## src/rtl/inst_fetch_ctrl_pkg.sv

```systemverilog
// ----------------------------------------------------------------------------
// inst_fetch_ctrl_pkg
//   Shared constants for the instruction fetch controller:
//   - InstAddrBus / InstBus : CPU fetch-port address and instruction widths
//   - FILL_LEN              : bytes fetched per word fill
//   - fetch_state_t         : fill FSM state encoding
// ----------------------------------------------------------------------------
package inst_fetch_ctrl_pkg;

    localparam int InstAddrBus = 32;
    localparam int InstBus     = 32;

    // One word is assembled from FILL_LEN byte reads.
    localparam int FILL_LEN = 4;
    localparam int CNT_W    = $clog2(FILL_LEN);
    localparam int WORD_W   = InstAddrBus - CNT_W;   // width of a word address (tag)

    localparam logic [CNT_W-1:0] CNT_LAST = CNT_W'(FILL_LEN - 1);

    typedef enum logic [1:0] {
        ST_IDLE = 2'd0,
        ST_FILL = 2'd1,
        ST_DONE = 2'd2
    } fetch_state_t;

endpackage : inst_fetch_ctrl_pkg

```

## src/rtl/inst_fetch_buf.sv

```systemverilog
// ----------------------------------------------------------------------------
// inst_fetch_buf
//   One-word instruction buffer (data, tag, valid) with hit compare.
//   Ports:
//     clk, rst        : clock, synchronous active-high reset
//     ce              : fetch enable from the CPU
//     addr_word       : requested word address (byte address [31:2])
//     byte_we         : write byte_in into the data lane selected by byte_off
//     byte_off        : byte offset within the word (0 = most significant)
//     byte_in         : byte returned from memory
//     fill_start      : a fill begins; buffer contents become untrustworthy
//     fill_done       : last byte lands this edge; mark valid with fill_word
//     fill_word       : word address of the fill in progress
//     inv             : invalidate the buffer at the next edge
//     hit             : ce && valid && tag match (combinational)
//     data            : buffered word
// ----------------------------------------------------------------------------
module inst_fetch_buf
    import inst_fetch_ctrl_pkg::*;
(
    input  logic               clk,
    input  logic               rst,
    input  logic               ce,
    input  logic [WORD_W-1:0]  addr_word,
    input  logic               byte_we,
    input  logic [CNT_W-1:0]   byte_off,
    input  logic [7:0]         byte_in,
    input  logic               fill_start,
    input  logic               fill_done,
    input  logic [WORD_W-1:0]  fill_word,
    input  logic               inv,
    output logic               hit,
    output logic [InstBus-1:0] data
);

    logic [WORD_W-1:0] tag;
    logic              valid;

    assign hit = ce && valid && (addr_word == tag);

    // NOTE: state registers use non-blocking assignments so every register
    // samples the pre-edge values of the others, independent of statement order.
    always_ff @(posedge clk) begin
        if (rst) begin
            // NOTE: the data word is a single register, not a RAM, so it is
            // cleared on reset along with tag and valid.
            data  <= '0;
            tag   <= '0;
            valid <= 1'b0;
        end else begin
            // Big-endian: offset k lands in the k-th byte from the top.
            if (byte_we)
                data[(InstBus - 1) - 8 * int'(byte_off) -: 8] <= byte_in;

            if (fill_done)
                tag <= fill_word;

            // Valid drops for the whole fill so a half-written word never hits;
            // an invalidate in the completing cycle discards the fill.
            if (inv || fill_start)
                valid <= 1'b0;
            else if (fill_done)
                valid <= 1'b1;
        end
    end

endmodule : inst_fetch_buf

```

## src/rtl/inst_fetch_ctrl.sv

```systemverilog
// ----------------------------------------------------------------------------
// inst_fetch_ctrl
//   Responder end of the CPU instruction fetch port. Serves 32-bit words out
//   of a one-word buffer, refilling it from a byte-wide memory on a miss.
//   Ports:
//     clk, rst     : clock, synchronous active-high reset
//     ce           : fetch enable
//     addr         : instruction byte address ([1:0] ignored)
//     inst         : instruction (buffer data on hit, 0 otherwise)
//     stall_req    : high while ce=1 and the word is not available
//     inv          : invalidate the buffer
//     mem_addr_o   : byte address to instruction memory
//     mem_re_o     : byte read strobe; data returns one cycle later
//     mem_data_i   : byte read data
// ----------------------------------------------------------------------------
module inst_fetch_ctrl
    import inst_fetch_ctrl_pkg::*;
(
    input  logic                   clk,
    input  logic                   rst,
    input  logic                   ce,
    input  logic [InstAddrBus-1:0] addr,
    output logic [InstBus-1:0]     inst,
    output logic                   stall_req,
    input  logic                   inv,
    output logic [InstAddrBus-1:0] mem_addr_o,
    output logic                   mem_re_o,
    input  logic [7:0]             mem_data_i
);

    fetch_state_t       state;
    logic [CNT_W-1:0]   cnt;
    logic [CNT_W-1:0]   cnt_nxt;
    logic [WORD_W-1:0]  fill_word;
    logic [WORD_W-1:0]  addr_word;
    logic               rd_pend;     // a strobe was issued last cycle
    logic [CNT_W-1:0]   rd_off;      // offset of that strobe
    logic               hit;
    logic               fill_start;
    logic               fill_done;
    logic [InstBus-1:0] buf_data;
    logic               unused_addr_lsb;

    assign addr_word       = addr[InstAddrBus-1:CNT_W];
    assign unused_addr_lsb = ^addr[CNT_W-1:0];
    assign cnt_nxt         = cnt + 1'b1;

    assign fill_start = (state == ST_IDLE) && ce && !hit;
    assign fill_done  = (state == ST_DONE);

    assign inst      = hit ? buf_data : '0;
    assign stall_req = ce && !hit;

    inst_fetch_buf u_buf (
        .clk        (clk),
        .rst        (rst),
        .ce         (ce),
        .addr_word  (addr_word),
        .byte_we    (rd_pend),
        .byte_off   (rd_off),
        .byte_in    (mem_data_i),
        .fill_start (fill_start),
        .fill_done  (fill_done),
        .fill_word  (fill_word),
        .inv        (inv),
        .hit        (hit),
        .data       (buf_data)
    );

    // Memory strobe/address are registered: they are set up on the edge that
    // enters (or advances within) FILL and cleared on the edge leaving it.
    // rd_pend/rd_off follow the strobe by one cycle to mark the returning byte;
    // clearing them on reset discards a byte still in flight.
    always_ff @(posedge clk) begin
        if (rst) begin
            state      <= ST_IDLE;
            cnt        <= '0;
            fill_word  <= '0;
            mem_re_o   <= 1'b0;
            mem_addr_o <= '0;
            rd_pend    <= 1'b0;
            rd_off     <= '0;
        end else begin
            rd_pend <= mem_re_o;
            rd_off  <= cnt;

            case (state)
                ST_IDLE: begin
                    if (fill_start) begin
                        state      <= ST_FILL;
                        fill_word  <= addr_word;
                        cnt        <= '0;
                        mem_re_o   <= 1'b1;
                        mem_addr_o <= {addr_word, {CNT_W{1'b0}}};
                    end
                end
                ST_FILL: begin
                    if (cnt == CNT_LAST) begin
                        state      <= ST_DONE;
                        mem_re_o   <= 1'b0;
                        mem_addr_o <= '0;
                    end else begin
                        cnt        <= cnt_nxt;
                        mem_addr_o <= {fill_word, cnt_nxt};
                    end
                end
                ST_DONE: begin
                    state <= ST_IDLE;
                end
                default: begin
                    state      <= ST_IDLE;
                    mem_re_o   <= 1'b0;
                    mem_addr_o <= '0;
                end
            endcase
        end
    end

endmodule : inst_fetch_ctrl

```

## config.mk

```make
export PLATFORM = sky130hd
export DESIGN_NAME = inst_fetch_ctrl
export DESIGN_NICKNAME = d
export VERILOG_FILES = /design/src/rtl/inst_fetch_ctrl_pkg.sv /design/src/rtl/inst_fetch_buf.sv /design/src/rtl/inst_fetch_ctrl.sv
export SDC_FILE = /design/constraint.sdc
export NUM_CORES = 1
export LEC_CHECK = 0
export ABC_AREA = 1
export BUFFER_PORTS_ARGS = -buffer_cell sky130_fd_sc_hd__buf_4
export CAP_MARGIN = 20
export CELL_PAD_IN_SITES_DETAIL_PLACEMENT = 0
export CELL_PAD_IN_SITES_GLOBAL_PLACEMENT = 1
export CORE_MARGIN = 2
export CORE_UTILIZATION = 43
export DETAILED_ROUTE_END_ITERATION = 12
export PLACE_DENSITY = 0.85
export SYNTH_ARGS = -nofsm -noshare
export SYNTH_HDL_FRONTEND = slang
export SYNTH_SLANG_ARGS = --single-unit
```

## constraint.sdc

```tcl
create_clock -name clk -period 3.2 [get_ports clk]
set_clock_uncertainty 0.1 [all_clocks]
set_input_delay 0.32 -clock clk [delete_from_list [all_inputs] [get_ports clk]]
set_output_delay 0.32 -clock clk [all_outputs]
set_load 0.05 [all_outputs]
```

==> results of run 1 <==
==> cell usage after synthesis <==
cell       number
a21boi_0        1
a21oi_1       145
a221oi_1        1
a22oi_1        10
and2_1          1
buf_1           1
buf_2           9
buf_4           2
buf_6           6
clkbuf_1       32
clkbuf_2        1
clkinv_1        1
dfxtp_1       133
ha_1            1
inv_1         116
inv_2           3
nand2_1       164
nand2_4         1
nand2_8         2
nand3_1        11
nand3_2        29
nand3b_1        2
nand4_1         7
nor2_1        110
nor2_2          2
nor2_4          3
nor3_1          4
nor4_1          1
o2111ai_1       1
o211ai_1        1
o21ai_0        77
xnor2_1         7
==> power breakdown <==
group	internal (mW)	switching [mW]	total, mW
clock	1.48	0.741	2.22
combinational	0.233	0.490	0.723
sequential	1.75	0.0480	1.80
==> critical path: stages (launching register included) <==
cell and delay, ns:
dfxtp_1 0.35, inv_1 0.05, nand2_1 0.09, o211ai_1 0.10, nor4_1 0.38, nand4_1 0.18, buf_4 0.28, nor2_1 0.17
buf_4 0.22
==> metrics by stage <==
stage,hold WS [ns],instance area [um2],utilization [%],instances
after floorplan,0.3007,6225,-,885
after global placement,0.3306,7083,50.64,1129
after detailed placement,0.3328,7083,50.64,1129
after CTS,0.06146,7755,55.44,1161
after global routing,0.09504,7755,55.44,1161
final,0.07532,7755,55.44,1161
==> registers in the layout (all words and copies together), names as in the netlist <==
register / flops
state: 2
rd_off: 2
cnt: 2
fill_word: 30
u_buf.data: 32
mem_addr_o: 32
u_buf.valid: 1
mem_re_o: 1
u_buf.tag: 30
rd_pend: 1
==> final timing paths <==
| check | slack (ns) | cells after the start | to | start |
|---|---|---|---|---|
| worst min register to register | 0.34 | 2 | rd_off[1]$_SDFF_PP0_ | cnt[1]$_SDFFE_PP0P_ |
| worst min-delay path | 0.08 | 4 | u_buf.valid$_SDFFE_PP0P_ | inv |
| worst max register to register | 0.89 | 11 | mem_addr_o[0]$_SDFFE_PP0P_ | u_buf.tag[2]$_SDFFE_PP0P_ |
| worst max-delay path | 0.54 | 8 | inst[18] | u_buf.tag[23]$_SDFFE_PP0P_ |
==> per-layer routing <==
layer	wire length (um)	up-vias	global-route usage [%]
met4	238	0	6.940
met2	7241	124	33.33
met1	8401	2556	31.87
li1	-	2996	-
met5	0	-	0
met3	776	19	4.897
==> logic make-up after synthesis <==
family | count (synthesis)
AO/OA/AOI/OAI | 236
XOR/XNOR | 7
adder cells (fa/ha/maj) | 1
buffers and inverters | 171
flip-flops | 133
AND/OR/NAND/NOR | 337
==> final cells by class <==
cell class | count | area (um2)
clock buffers | 19 | 442.9
repair buffers | 115 | 888.4
clock inverters | 13 | 229.0
multi-input cells | 581 | 2855
flip-flops and latches | 133 | 2663
fillers | 1405 | 6233
inverters | 120 | 451.7
well taps | 180 | 225.2
==> metrics, run 1 <==
post-synthesis cell count=roughly 890; Seq cells post-synth=between 100 and 150; row cnt=between 40 and 50; CP Capture Type=primary output; CTS max path bufs=2; GR Overflow Total=0; pins over their slew limit=0; yosys synthesis warning count=0; vias in the first global route=5329; maximum capacitance violations=0; Die W=124.3 um; Setup Fix Bufs, Post-CTS=0; Final nets=1013; vias=between 5000 and 6000; worst rel slew slack=about 54%; fmax=0.3756 GHz; P_leak=between 3 and 4 nW; Cell variety after synth=32; clock root cell=clkbuf_16; Setup crit start kind=flop; most frequent cells in the layout=nand2_1, a21oi_1, dfxtp_1; TNS Setup=0 ns; pin count of the biggest net entering global routing=84; GR Util All Layers=22.24%; Hold Crit Class=in2reg; post-route ant nets=0; synthesis-to-finish area growth=24.58%; status=finished, final reports clean; Avg WL per Cell=14.35 um; share of the synthesized area in the top cell type=42.77%; CTS Hold Bufs=0; mux contribution to synthesized area=0%; total power draw=4.740 mW; pre-CTS WS=between 0.7 and 0.8 ns; initial core utilization=about 44%; DRT iter0 DRCs=425; main combinational cell family by area after synthesis=simple AND/OR/NAND/NOR gates; drt total wl=roughly 17000 um; synthesized cell area=6225 um2; CTS tree=built; post-synthesis sequential area ratio=42.77%; CP required=2.78 ns; latest clock arrival within the worst-skew pair=0.43 ns; Synth area leaders=dfxtp_1, a21oi_1, nand2_1, inv_1, nor2_1; most common cell after layout, fill and taps aside=nand2_1; Die Ht=124.3 um; Adder-Cell Fraction of Synth Area=0.2010%; # clock sinks=133; worst-path maximum fanout=32; total CTS buffers=17; DRC Markers=0; critical path class=reg2out; syn nets=930; Synth Area in Compound Gates=19.58%; average size of a mapped cell=7.034 um2; Die ar.=15450 um2; Synth Area in Simple Gates=25.11%; Final setup viols=0; DRT Pass-1 Iters=5; Slew @ Worst Pin=0.6946 ns; post-synthesis xor/xnor area fraction=0.9849%; crit path DAT=approximately 2.2 ns; DP HPWL=around 11000 um; final worst setup slack=0.5372 ns; IR drop worst, VDD=0.3712 mV; first-pass GRT wire length=27750 um; Power Density=611.3 nW/um2; initial antenna violation count=0; clk slew on worst S/H paths=0.06 ns; post-cts resize count=0; RSZ-0062 raised after global routing=false; core area=roughly 14000 um2; num ports=110; Final Cycle Share=83.21%; ANT cells=0; Max H-tree Level=4; Final Hold Viols=0; min Tclk post-route=2.663 ns; post-synth top area cell=dfxtp_1; layout cells sized above 1=19.06%; routability cong.=just over 0.8; port bufs=107; Vias/cell=roughly 5
(Power assumes the default switching activity.)
==> inputs of run 2 (changes only) <==
--- a/config.mk
+++ b/config.mk
@@ -11,9 +11,9 @@
 export CELL_PAD_IN_SITES_DETAIL_PLACEMENT = 0
 export CELL_PAD_IN_SITES_GLOBAL_PLACEMENT = 1
 export CORE_MARGIN = 2
-export CORE_UTILIZATION = 43
+export CORE_UTILIZATION = 40
 export DETAILED_ROUTE_END_ITERATION = 12
-export PLACE_DENSITY = 0.85
+export PLACE_DENSITY = 0.8
 export SYNTH_ARGS = -nofsm -noshare
 export SYNTH_HDL_FRONTEND = slang
 export SYNTH_SLANG_ARGS = --single-unit
==> constraint.sdc (replaced) <==
create_clock -name clk -period 2.5 [get_ports clk]
set_clock_uncertainty 0.1 [all_clocks]
set_input_delay 0.25 -clock clk [delete_from_list [all_inputs] [get_ports clk]]
set_output_delay 0.25 -clock clk [all_outputs]
set_load 0.05 [all_outputs]
==> run 2 against run 1 <==
Effect of this change:
- design area is 4.0% higher
- register-to-register slack got worse by 0.59 ns
- sequential power is 28% higher
- global-route usage decreased by 1.1 points
- first-iteration DRC count shrank 5.9%
- combinational power rose by 30%
- via count grew 1.9%
- die area increased by 7.3%
- largest power group unchanged
==> metrics, run 2 (synthesized netlist as in run 1, its figures left out) <==
routability cong.=0.8300; worst-path cell chain=nand2_1 > nand4_1 > nor3_2 > nand3b_1 > nor2_1 > nand4_1 > buf_6 > clkbuf_16 > nor2_1 > buf_6; Reg2Reg Setup Slack=about 0.30 ns; CTS Hold Bufs=0; layout cells sized above 1=22.04%; Fin Hold WS=0.03655 ns; CP required=2.15 ns; CTS max path bufs=2; GR Overflow Total=0; total CTS buffers=17; DRC Markers=0; Power Density=746.0 nW/um2; pre-CTS WS=0.2552 ns; IR drop worst, VDD=0.5395 mV; synthesis-to-finish area growth=29.63%; initial antenna violation count=0; Final nets=1021; DRT iter0 DRCs=400; final worst setup slack=0.02755 ns; total power draw=6.019 mW; pin count of the biggest net entering global routing=67; num ports=110; latest clock arrival within the worst-skew pair=approximately 0.42 ns; met3 usage=5.696%; critical path class=reg2out; worst rel slew slack=61.73%; Avg WL per Cell=14.68 um; row cnt=45; TNS Setup=0 ns; core area=15200 um2; first-pass GRT wire length=27300 um; hold_sp=inv; post-route ant nets=0; path depth of the worst reg2reg path=10; P_leak=3.503 nW; crit path DAT=2.12 ns; most frequent cells in the layout=nand2_1, a21oi_1, dfxtp_1; fmax=between 0.4 and 0.5 GHz; # clock sinks=around 130; DRT Pass-1 Iters=5; hold path depth=4; vias=approximately 5800; maximum capacitance violations=0; worst-path maximum fanout=16; Final Hold Viols=0; Die W=roughly 130 um; port bufs=107; CTS tree=built; non-filler cells, final=1177; met2 global-route usage=30.91%; status=finished, final reports clean; pins over their slew limit=0; initial core utilization=40.95%; CP Capture Type=primary output; Vias/cell=about 4.9; clock root cell=clkbuf_16; drt total wl=17280 um; Die Ht=128.7 um; ANT cells=0; Final Cycle Share=between 90 and 100%; clk slew on worst S/H paths=0.06 ns; min Tclk post-route=2.472 ns; vias in the first global route=5329; Final setup viols=0; largest registers=mem_addr_o x32, u_buf.data x32; DP HPWL=~12000 um; Max stage delay cell, worst path=dfxtp_1; RR Startpoint=u_buf.tag[2]$_SDFFE_PP0P_; most common cell after layout, fill and taps aside=nand2_1; Die ar.=16580 um2; Hold Crit Class=in2reg; Reg-to-Reg End=mem_addr_o[18]$_SDFFE_PP0P_; GR Util All Layers=21.09%; GR peak layer=met2; placed insts=1141; Max H-tree Level=4; Worst Hold End=u_buf.valid$_SDFFE_PP0P_; Setup crit start kind=flop; CP peak stage delay=0.33 ns; met1 Use GR=between 30% and 40%; Slew @ Worst Pin=0.5725 ns; RSZ-0062 raised after global routing=true
run 2: changes by cell type in the layout (fill, tap and decap cells not counted), moves of 2 or more:
cell | previous run | this run
buf_4 | 113 | 95
nor2_2 | 2 | 4
clkbuf_16 | 17 | 19
nor2_1 | 110 | 98
nand2_1 | 164 | 159
clkinv_2 | 4 | 2
nor2_4 | 3 | 13
buf_8 | 0 | 5
buf_6 | 0 | 19
dfxtp_1 | 133 | 130
dfxtp_2 | 0 | 3
nand2_2 | 0 | 5
run 2: critical path, delay by kind of cell, from the launching register on:
family	cells	cell delay [ns]
buffers and inverters	3	0.51
flip-flops	1	0.33
AND/OR/NAND/NOR	7	0.85
run 2: repair_timing:
| item | 4_1_cts | 5_1_grt |
|---|---|---|
| endpoints found under the setup margin | 0 | 32 |
| gates resized for setup | 0 | 67 |
| setup buffers | 0 | 2 |
run 2: power by group:
part	internal (mW)	leakage (nW)	switching, mW
clock network	1.83	0.314	0.953
registers	2.24	1.09	0.0638
logic	0.302	2.10	0.634
run 2: area by class of cell:
| class | instances | area [um2] |
|---|---|---|
| clock inverter | 11 | 196.4 |
| inverter | 120 | 451.7 |
| clock buffer | 21 | 460.4 |
| timing repair buffer | 123 | 1092 |
| tap | 188 | 235.2 |
| sequential | 133 | 2666 |
| fill | 1521 | 7133 |
| multi-input combinational | 581 | 2967 |
run 2: worst max path at each step:
| stage | startpoint | endpoint | slack [ns] | cells after the start |
|---|---|---|---|---|
| detailed placement | addr[4] | mem_addr_o[0]$_SDFFE_PP0P_ | 0.26 | 12 |
| finish | u_buf.tag[27]$_SDFFE_PP0P_ | inst[3] | 0.03 | 10 |
| CTS | u_buf.tag[8]$_SDFFE_PP0P_ | inst[16] | 0.002 | 9 |
| global placement | addr[4] | mem_addr_o[1]$_SDFFE_PP0P_ | 0.28 | 12 |
| global route | u_buf.tag[3]$_SDFFE_PP0P_ | inst[13] | -0.10 | 11 |
| floorplan | u_buf.tag[29]$_SDFFE_PP0P_ | inst[10] | 0.26 | 9 |
run 2: layer usage:
metal	wire, um	share of wire, %
met1	8534	49
met2	7564	44
met3	943	5.5
met4	236	1.4
met5	0	0
run 2: stage by stage:
step	util, %	cell area (um2)
6_report	53.08	8069
5_1_grt	53.08	8069
4_1_cts	51.09	7767
3_5_place_dp	46.77	7111
3_3_place_gp	46.77	7111
2_1_floorplan	-	6225
==> inputs of run 3 (changes only) <==
--- a/config.mk
+++ b/config.mk
@@ -8,10 +8,10 @@
 export ABC_AREA = 1
 export BUFFER_PORTS_ARGS = -buffer_cell sky130_fd_sc_hd__buf_4
 export CAP_MARGIN = 20
-export CELL_PAD_IN_SITES_DETAIL_PLACEMENT = 0
-export CELL_PAD_IN_SITES_GLOBAL_PLACEMENT = 1
+export CELL_PAD_IN_SITES_DETAIL_PLACEMENT = 1
+export CELL_PAD_IN_SITES_GLOBAL_PLACEMENT = 2
 export CORE_MARGIN = 2
-export CORE_UTILIZATION = 40
+export CORE_UTILIZATION = 31
 export DETAILED_ROUTE_END_ITERATION = 12
 export PLACE_DENSITY = 0.8
 export SYNTH_ARGS = -nofsm -noshare
==> constraint.sdc (replaced) <==
create_clock -name clk -period 2.5 [get_ports clk]
set_clock_uncertainty 0.1 [all_clocks]
set_input_delay 0.125 -clock clk [delete_from_list [all_inputs] [get_ports clk]]
set_output_delay 0.125 -clock clk [all_outputs]
set_load 0.05 [all_outputs]
==> run 3 against run 2 <==
Effect of this change:
- count of clock-buffer cells in the layout decreased by 3
- cell count increased by 9.3%
- critical endpoint is now inst[11]
- total power decreased by 1.3%
==> metrics, run 3 (synthesized netlist as in run 1, its figures left out) <==
RR Startpoint=u_buf.tag[10]$_SDFFE_PP0P_; path depth of the worst reg2reg path=11; clock root cell=clkbuf_16; first-pass GRT wire length=approximately 32000 um; fmax=between 0.4 and 0.5 GHz; # clock sinks=133; worst rel slew slack=40.85%; DP HPWL=approximately 13000 um; Final setup viols=0; total CTS buffers=17; pins over their slew limit=0; status=finished, final reports clean; crit path DAT=between 2 and 2.5 ns; P_leak=3.625 nW; min Tclk post-route=2.406 ns; latest clock arrival within the worst-skew pair=0.43 ns; total power draw=just under 6 mW; IR drop worst, VDD=approximately 0.45 mV; CP Capture Point=inst[11]; Max H-tree Level=4; port bufs=107; CTS max path bufs=2; Die W=145.7 um; fill count=2443; num ports=110; CTS tree=built; CP Capture Type=primary output; Final Cycle Share=a little over nine tenths; synthesis-to-finish area growth=37.11%; hold path depth=5; Slew @ Worst Pin=approximately 0.89 ns; ANT cells=0; worst-path maximum fanout=16; DRT Pass-1 Iters=4; TNS Setup=0 ns; Reg-to-Reg End=mem_addr_o[0]$_SDFFE_PP0P_; Vias/cell=4.675; critical path class=in2out; Power Density=696.2 nW/um2; DRC Markers=0; Die Ht=145.7 um; initial antenna violation count=0; GR Overflow Total=0; vias=6012; most frequent cells in the layout=nand2_1, a21oi_1, dfxtp_1; core area=between 15000 and 20000 um2; maximum capacitance violations=0; CP required=2.28 ns; GR Util All Layers=18.76%; layout cells sized above 1=23.31%; DRT iter0 DRCs=259; pin count of the biggest net entering global routing=75; initial core utilization=between 30% and 40%; Avg WL per Cell=15.64 um; post-route ant nets=0; Reg2Reg Setup Slack=0.30 ns; Final nets=about 1100; largest registers=mem_addr_o x32, u_buf.data x32; routability cong.=0.7593; row cnt=51; most common cell after layout, fill and taps aside=nand2_1; Hold Crit Class=in2reg; vias in the first global route=6141; Final Hold Viols=0; Die ar.=21230 um2; clk slew on worst S/H paths=around 0.06 ns; Setup crit start kind=primary input; drt total wl=20110 um; Critical Path Source=addr[25]
## run 3: changes by cell type in the layout (fill, tap and decap cells not counted), moves of 2 or more
cell / delta
clkbuf_1: -2
dlygate4sd3_1: +34
nor2_2: +19
buf_8: -5
nor2_4: +2
buf_6: +15
bufinv_16: -2
nor2_1: -21
inv_6: +2
buf_4: -13
clkinv_2: +2
## run 3: worst min path at each step
| stage | startpoint | to | slack [ns] |
|---|---|---|---|
| after CTS | addr[17] | fill_word[15]$_SDFFE_PP0P_ | 0.001 |
| after global placement | inv | u_buf.valid$_SDFFE_PP0P_ | 0.30 |
| after detailed placement | inv | u_buf.valid$_SDFFE_PP0P_ | 0.31 |
| after floorplan | rst | state[0]$_SDFFE_PP0P_ | 0.11 |
| final | addr[17] | fill_word[15]$_SDFFE_PP0P_ | 0.01 |
| after global routing | addr[17] | fill_word[15]$_SDFFE_PP0P_ | 0.04 |
## run 3: final cells by class
| cell class | count | area [um2] | area share [%] |
|---|---|---|---|
| tap | 265 | 331.6 | 3.885 |
| sequential | 133 | 2666 | 31.24 |
| clock inverter | 14 | 175.2 | 2.052 |
| clock buffer | 18 | 439.2 | 5.146 |
| inverter | 120 | 451.7 | 5.292 |
| timing repair buffer | 155 | 1436 | 16.83 |
| multi-input combinational | 581 | 3034 | 35.55 |
## run 3: critical path: stages
cell and delay (ns):
dlygate4sd3_1 0.53, buf_4 0.15, nand2_1 0.11, o211ai_1 0.13
nor4_2 0.34, nand4_1 0.15, buf_6 0.17, buf_12 0.16
nor2_2 0.12, buf_6 0.17
## run 3: where the power goes
group | leakage, nW | internal [mW] | total, mW | switching [mW]
Sequential | 1.09 | 2.24 | 2.30 | 0.0647
Combinational | 2.24 | 0.342 | 1.00 | 0.661
Clock | 0.299 | 1.61 | 2.64 | 1.03
## run 3: routing by layer
| metal | vias up | share of wire (%) | track usage [%] |
|---|---|---|---|
| li1 | 3072 | - | - |
| met1 | 2849 | 49 | 25.54 |
| met2 | 78 | 47 | 30.71 |
| met3 | 13 | 2.9 | 3.448 |
| met4 | 0 | 0.99 | 4.706 |
| met5 | - | 0 | 0 |
## run 3: per-stage QoR
stage	instances	hold WS [ns]	cell area [um2]	utilization [%]	setup slack, ns
after floorplan	885	0.1057	6225	-	0.3840
after global placement	1217	0.3002	7212	36.81	0.2940
after detailed placement	1217	0.3142	7212	36.81	0.2660
after CTS	1284	0.001185	8190	41.81	0.002628
after global routing	1286	0.03751	8534	43.57	-0.01419
final	1286	0.01329	8534	43.57	0.09436
## run 3: timing repair
action / in CTS / in global routing
pin swaps: 0 / 8
gates resized for setup: 2 / 93
hold buffers: 35 / 0
endpoints found under the setup margin: 5 / 33
hold endpoints to repair: 59 / 0
buffers inserted: 0 / 1
cloned: 0 / 2
